`src/rtl/dallanma_paket.sv`:
```
// Purpose: shared definitions for the branch predictor (counter encodings, table size default).
// Latency: n/a (package only).
// Backpressure: n/a (package only).
package dallanma_paket;

    typedef logic [1:0] sayac_t;

    // 2-bit saturating counter states; bit 1 is the taken/not-taken decision.
    localparam sayac_t GA = 2'b00; // strong not-taken
    localparam sayac_t ZA = 2'b01; // weak not-taken
    localparam sayac_t ZT = 2'b10; // weak taken
    localparam sayac_t GT = 2'b11; // strong taken

    localparam int     BHT_GIRDI_VARSAYILAN = 64;
    localparam sayac_t SAYAC_RESET          = ZA;

endpackage

```
`src/rtl/doygun_sayac.sv`:
```
// Purpose: next-state logic of one 2-bit saturating counter.
// Latency: combinational, 0 cycles.
// Backpressure: none; pure function of its inputs.
// Ports: sayac_i current counter, atladi_i branch taken, sonraki_o next counter value.
module doygun_sayac
    import dallanma_paket::*;
(
    input  logic [1:0] sayac_i,
    input  logic       atladi_i,
    output logic [1:0] sonraki_o
);

    always_comb begin
        sonraki_o = sayac_i;
        if (atladi_i) begin
            if (sayac_i != GT) begin
                sonraki_o = sayac_i + 2'd1;
            end
        end else begin
            if (sayac_i != GA) begin
                sonraki_o = sayac_i - 2'd1;
            end
        end
    end

endmodule

```
`src/rtl/dallanma_ongorucu.sv`:
```
// Purpose: bimodal (or gshare with GSHARE_EN defined) branch predictor with 2-bit counters.
// Latency: prediction combinational (0 cycles); update visible from the cycle after it is applied.
// Backpressure: none; one prediction and one update accepted every cycle.
// Ports: clk_i/rst_i clock and sync active-high reset; ps_i/ps_gecerli_i fetch PC;
//        dallanma_ongorusu_o/ongoru_gecmis_o prediction and history snapshot;
//        guncelle_* resolved-branch update carrying back its history snapshot.
// Config macro: GSHARE_EN adds an IDX-bit global history XORed into both indices.
module dallanma_ongorucu
    import dallanma_paket::*;
#(
    parameter  int BHT_GIRDI = BHT_GIRDI_VARSAYILAN,
    localparam int IDX       = $clog2(BHT_GIRDI)
) (
    input  logic           clk_i,
    input  logic           rst_i,
    input  logic [31:0]    ps_i,
    input  logic           ps_gecerli_i,
    output logic           dallanma_ongorusu_o,
    output logic [IDX-1:0] ongoru_gecmis_o,
    input  logic           guncelle_gecerli_i,
    input  logic           guncelle_atladi_i,
    input  logic [31:0]    guncelle_ps_i,
    input  logic [IDX-1:0] guncelle_gecmis_i
);

    sayac_t         tablo [BHT_GIRDI];
    logic [IDX-1:0] oku_idx;
    logic [IDX-1:0] yaz_idx;
    sayac_t         yeni_sayac;

`ifdef GSHARE_EN
    logic [IDX-1:0] ghr;

    assign oku_idx = ps_i[IDX+1:2] ^ ghr;
    assign yaz_idx = guncelle_ps_i[IDX+1:2] ^ guncelle_gecmis_i;

    // Output gated during reset: ghr is only cleared at the reset edge.
    assign ongoru_gecmis_o = rst_i ? '0 : ghr;

    always_ff @(posedge clk_i) begin
        if (rst_i) begin
            ghr <= '0;
        end else if (guncelle_gecerli_i) begin
            ghr <= {ghr[IDX-2:0], guncelle_atladi_i};
        end
    end

    logic unused_bitler;
    assign unused_bitler = ^{ps_i[31:IDX+2], ps_i[1:0],
                             guncelle_ps_i[31:IDX+2], guncelle_ps_i[1:0]};
`else
    assign oku_idx         = ps_i[IDX+1:2];
    assign yaz_idx         = guncelle_ps_i[IDX+1:2];
    assign ongoru_gecmis_o = '0;

    // History input has no meaning in the pure bimodal build.
    logic unused_bitler;
    assign unused_bitler = ^{guncelle_gecmis_i, ps_i[31:IDX+2], ps_i[1:0],
                             guncelle_ps_i[31:IDX+2], guncelle_ps_i[1:0]};
`endif

    // Reads the array directly, so a same-cycle update at this index is not seen yet.
    assign dallanma_ongorusu_o = ps_gecerli_i && !rst_i && tablo[oku_idx][1];

    doygun_sayac u_doygun_sayac (
        .sayac_i   (tablo[yaz_idx]),
        .atladi_i  (guncelle_atladi_i),
        .sonraki_o (yeni_sayac)
    );

    always_ff @(posedge clk_i) begin
        if (rst_i) begin
            for (int i = 0; i < BHT_GIRDI; i++) begin
                tablo[i] <= SAYAC_RESET;
            end
        end else if (guncelle_gecerli_i) begin
            tablo[yaz_idx] <= yeni_sayac;
        end
    end

endmodule
```
`config.mk`:
```
export PLATFORM = sky130hd
export DESIGN_NAME = dallanma_ongorucu
export DESIGN_NICKNAME = d
export VERILOG_FILES = /design/src/rtl/dallanma_paket.sv /design/src/rtl/doygun_sayac.sv /design/src/rtl/dallanma_ongorucu.sv
export SDC_FILE = /design/constraint.sdc
export NUM_CORES = 1
export LEC_CHECK = 0
export CORE_MARGIN = 1.5
export CORE_UTILIZATION = 30
export DETAILED_ROUTE_END_ITERATION = 10
export PLACE_DENSITY = 0.6
export SLEW_MARGIN = 10
export SYNTH_ARGS = -nofsm -noshare
export SYNTH_HDL_FRONTEND = slang
export SYNTH_SLANG_ARGS = --single-unit
```
`constraint.sdc`:
```
create_clock -name clk_i -period 3.8 [get_ports clk_i]
set_clock_uncertainty 0.05 [all_clocks]
set_input_delay 0.38 -clock clk_i [delete_from_list [all_inputs] [get_ports clk_i]]
set_output_delay 0.38 -clock clk_i [all_outputs]
set_load 0.02 [all_outputs]
```
* Yosys cells after proc, flatten, opt, wreduce, memory -nomap -nowiden
Memories as Yosys holds them, arrays and structs flattened. Index checks and enable logic that the tools add are counted.
Operators by class: $add $sub $neg 2, equality and inequality tests 1, muxes and demuxes 11, reductions and logical operators 5
Operators with widths (count):
- 2-bit 2-to-1 mux | 4
- 1-bit 2-to-1 mux | 6
- 6-bit 2-to-1 mux | 1
- 2-bit by 1-bit adder with 2-bit output, second input constant | 1
- 1-bit logical AND | 2
- 2-bit inequality test, second input constant | 1
- 2-bit nonzero test | 1
- 2-bit OR reduction | 1
- 2-bit by 1-bit subtractor with 2-bit output, second input constant | 1
- 1-bit zero test | 1
Storage, ports and cells: register bits after elaboration 0, bits in writable memories 128, input port bits 75, word-level logic and storage cells 20, memories 1
Memory list:
- tablo | depth 64, width 2, read ports 2, clocked after memory_dff 0, wr ports 64, line dallanma_ongorucu.sv:26 | sayac_t tablo [BHT_GIRDI];

* Longest topological paths before layout
depth after elaboration 5, depth in mapped cells 12, mapped depth without buffers 7

* Hierarchy
From an unflattened synthesis, not the netlist that was laid out.
Second synthesis, totals: cells, all modules 620, area total of the unflattened synthesis 6886.6 um2
By module, submodules not included:
- dallanma_ongorucu | instances 1, cells an instance 617, area each 6860.3 um2
- doygun_sayac | instances 1, cells an instance 3, area each 26.3 um2

* Least setup slack after synthesis
OpenSTA, ideal clock, no wires.
path type in2out, start input port ps_i[2], end output port dallanma_ongorusu_o, arrival time 2.858 ns, data required time 3.370 ns, setup slack 0.512 ns, stages on the path 6, buffers on the path 2, path through buf_2 > buf_1 > mux4_2 > mux4_2 > mux4_2 > and3_1
On the way: longest elaborated chain between the ends 2
Ends and longest elaborated chain:
- start: declaration | line dallanma_ongorucu.sv:16 | input logic [31:0] ps_i,
- memory 64 x 2 bit
- 1-bit logical AND | line dallanma_ongorucu.sv:63 | assign dallanma_ongorusu_o = ps_gecerli_i && !rst_i && tablo[oku_idx][1];
- end: declaration | line dallanma_ongorucu.sv:18 | output logic dallanma_ongorusu_o,
Every way passes these cells.

* Final worst setup path
Ends and elaborated chain as after synthesis.

==> results.toml <==
[floorplanning]
rows = 56
core-area_mm2 = 0.0234
start_util = 0.304
die_width_um = 157
io_pins = 82
design.die.area_mm2 = 0.0247
die_h_um = 157

[cts]
hold_buffers = 0
clockBufferDepth = 2
clk_latency_ps = 420
post_cts_buffers = 0
cts_made_buffers = 17
cts_tree = "yes"
cts_root_buffer = "clkbuf_16"
clkTransAtPathRegs_ps = 50
htree_levels = 4
cts.sinks = 128

[global_routing]
grt_max_degree = 35
use_met3 = 0.0350
grtUsageMet2 = 0.267
grt_pass1_vias = 5052
use_met1 = 0.228
grt_usage = 0.167
grt_pass1_wl_um = 30100
grt.busiest_layer = "met2"
overflow = 0
antenna_found_initial = 1

[final_layout]
fin_nets = 722
final_cells = 979
finalInstanceArea_mm2 = 0.00832
final_common_cell = "edfxtp_1"
area_delta_synth_final_pct = 16.9
largest_register = "tablo"
largest_reg_flops = 128
seq_area_mm2 = 0.00384
final_layout_size_suffix_gt1_frac = 0.203
n_antenna_cell = 0
fill_cells = 2308
final_cell_mix = "edfxtp_1, nand2_1, nor2_1"
multiInputGateArea_mm2 = 0.00286
utilization = 0.355
reg_top3 = "tablo (128)"

[hold_path]
min_to = "tablo[45][0]$_SDFFCE_PN1P_"
hold_start = "guncelle_ps_i[4]"
min_path_type = "input port to flop"
hold_path_depth = 4

[yosys]
postSynthAreaPerCell_um2 = 11.3
syn_area_mm2 = 0.00712
synth_compound_area_frac = 0.0779
synthSimpleGateAreaFrac = 0.176
synth-xor-area-share = 0
netlist_instances = 632
synth_cell_types = 47
synth_mux_area_frac = 0.140
yosys_warnings = 0
synthArstFlopShare = 0
synth-edff-count = 128
synth_top_family_by_area = "simple AND/OR/NAND/NOR gates"
ys.flop_type = "edfxtp_1"
ys_ff_latch = 128
synth_fa_ha_area_frac = 0.00299
ys_seq_area_frac = 0.540

[timing]
finalSetupViolCount = 0
post-route-period-util = 0.943
maxSlewViolCount = 0
hold_slack_ps = 734
timing.fmax_mhz = 279
fin_crit_ps = 3590
tns_ps = 0
finalHoldViolations = 0
slew_headroom = 0.362
rsz0062_at_grt = "no"
tightest_slew_ps = 955

[power_and_ir_drop]
ir_worst_vdd_v = 0.000211
switching_share = 0.257
netSwitchingPower_uw = 940
leakage_uw = 0.00265
internal_power_uw = 2720
power_frac_seq = 0.438
pwr-share-comb = 0.127
power_density_mw_per_mm2 = 440
clkPwrFrac = 0.435

[run]
maxCapViolations = 0

[routing]
ant_nets = 0
vias = 5248
drc = 0
first_iter_violations = 524
firstDrtPassIters = 5
wl_per_cell_um = 20.2
via_per_inst = 5.36
drt_wl_total_um = 19700

[placement]
place_congestion = 0.859
port_buffers = 17
dp.cells = 947
place_area_mm2 = 0.00775
dp_hpwl_um = 13800

[setup_path]
r2r-start = "tablo[41][1]$_SDFFCE_PN0P_"
rrSetupSlack_ps = 920
cp_data_required_time_ps = 3370
startpoint_type = "input port"
crit_fanout = 16
rr_worst_depth = 8
cp-end-kind = "output pin"
path_class = "input port to output pin"
critical_path_arrival_ps = 3160
regToRegEndpoint = "tablo[14][0]$_SDFFCE_PN1P_"

[outcome]
status = "complete, no violations"
-- cells by family (layout without fill, tap and decap cells) --
family | count (synthesis) | count (layout)
simple gates | 273 | 273
flops | 128 | 128
compound gates | 85 | 85
buf+inv | 82 | 105
mux | 61 | 61
fa+ha+maj | 2 | 2
other cells | 1 | 6
-- what timing repair did --
| item | 4_1_cts | 5_1_grt |
|---|---|---|
| setup endpoints to repair | 1 | 0 |
| resized for setup | 1 | 0 |
| endpoints found under the hold margin | 0 | 0 |
-- worst max-delay path: stages --
cell and delay (ps):
clkdlybuf4s50_1 510, buf_12 200, mux4_2 550, mux4_2 520
mux4_2 480, and3_1 190, dlygate4sd2_1 310
-- per-layer routing --
layer	vias to the layer above	routed length, um
li1	2389	-
met1	2629	8510
met2	203	9420
met3	27	1460
met4	0	358
met5	-	0
-- power by group through the flow --
stage	clock, uW	sequential [uW]	combinational [uW]
after global placement	0	1630	460
after floorplan	0	1620	317
after detailed placement	0	1630	462
after CTS	1620	1600	463
after global routing	1660	1610	495
final	1590	1600	466
-- per-stage QoR --
stage	total power, uW	worst slack [ps]
detailed placement	2090	0.367
CTS	3680	205
floorplan	1940	512
finish	3660	215
global placement	2090	-12.9
global route	3760	124
-- worst max-delay path by stage --
stage | endpoint | slack [ps] | cells past startpoint | start
2_1_floorplan | dallanma_ongorusu_o | 510 | 6 | ps_i[2]
3_3_place_gp | dallanma_ongorusu_o | -10 | 7 | ps_i[2]
3_5_place_dp | dallanma_ongorusu_o | 0.4 | 7 | ps_i[2]
4_1_cts | dallanma_ongorusu_o | 200 | 7 | ps_i[2]
5_1_grt | dallanma_ongorusu_o | 120 | 7 | ps_i[2]
6_report | dallanma_ongorusu_o | 210 | 7 | ps_i[2]
-- layout make-up --
| type | count | area share |
|---|---|---|
| clock buffers | 18 | 0.0516 |
| clock inverters | 14 | 0.0173 |
| inverters | 6 | 0.00271 |
| multi-input cells | 427 | 0.344 |
| flip-flops and latches | 128 | 0.462 |
| well taps | 319 | 0.0480 |
| repair buffers | 67 | 0.0747 |
-- cells in the mapped netlist, types with 5 or more instances --
cell      instances  share of area
a22oi_1          11          0.012
mux2_2           11          0.017
buf_2            14         0.0098
nor3_1           39          0.027
nor2_1           58          0.031
clkbuf_1         37          0.020
nand2_1          98          0.052
buf_1             6         0.0032
mux4_2           30          0.095
buf_6             9          0.014
a221oi_1          7         0.0086
buf_4             9         0.0095
o21ai_0          41          0.029
nand4_1           9         0.0079
edfxtp_1        128           0.54
mux2i_1          20          0.028
and3_1            5         0.0044
a221o_1           5         0.0070
nand3_1          37          0.026
No activity file was read; power rests on OpenSTA's default activity.
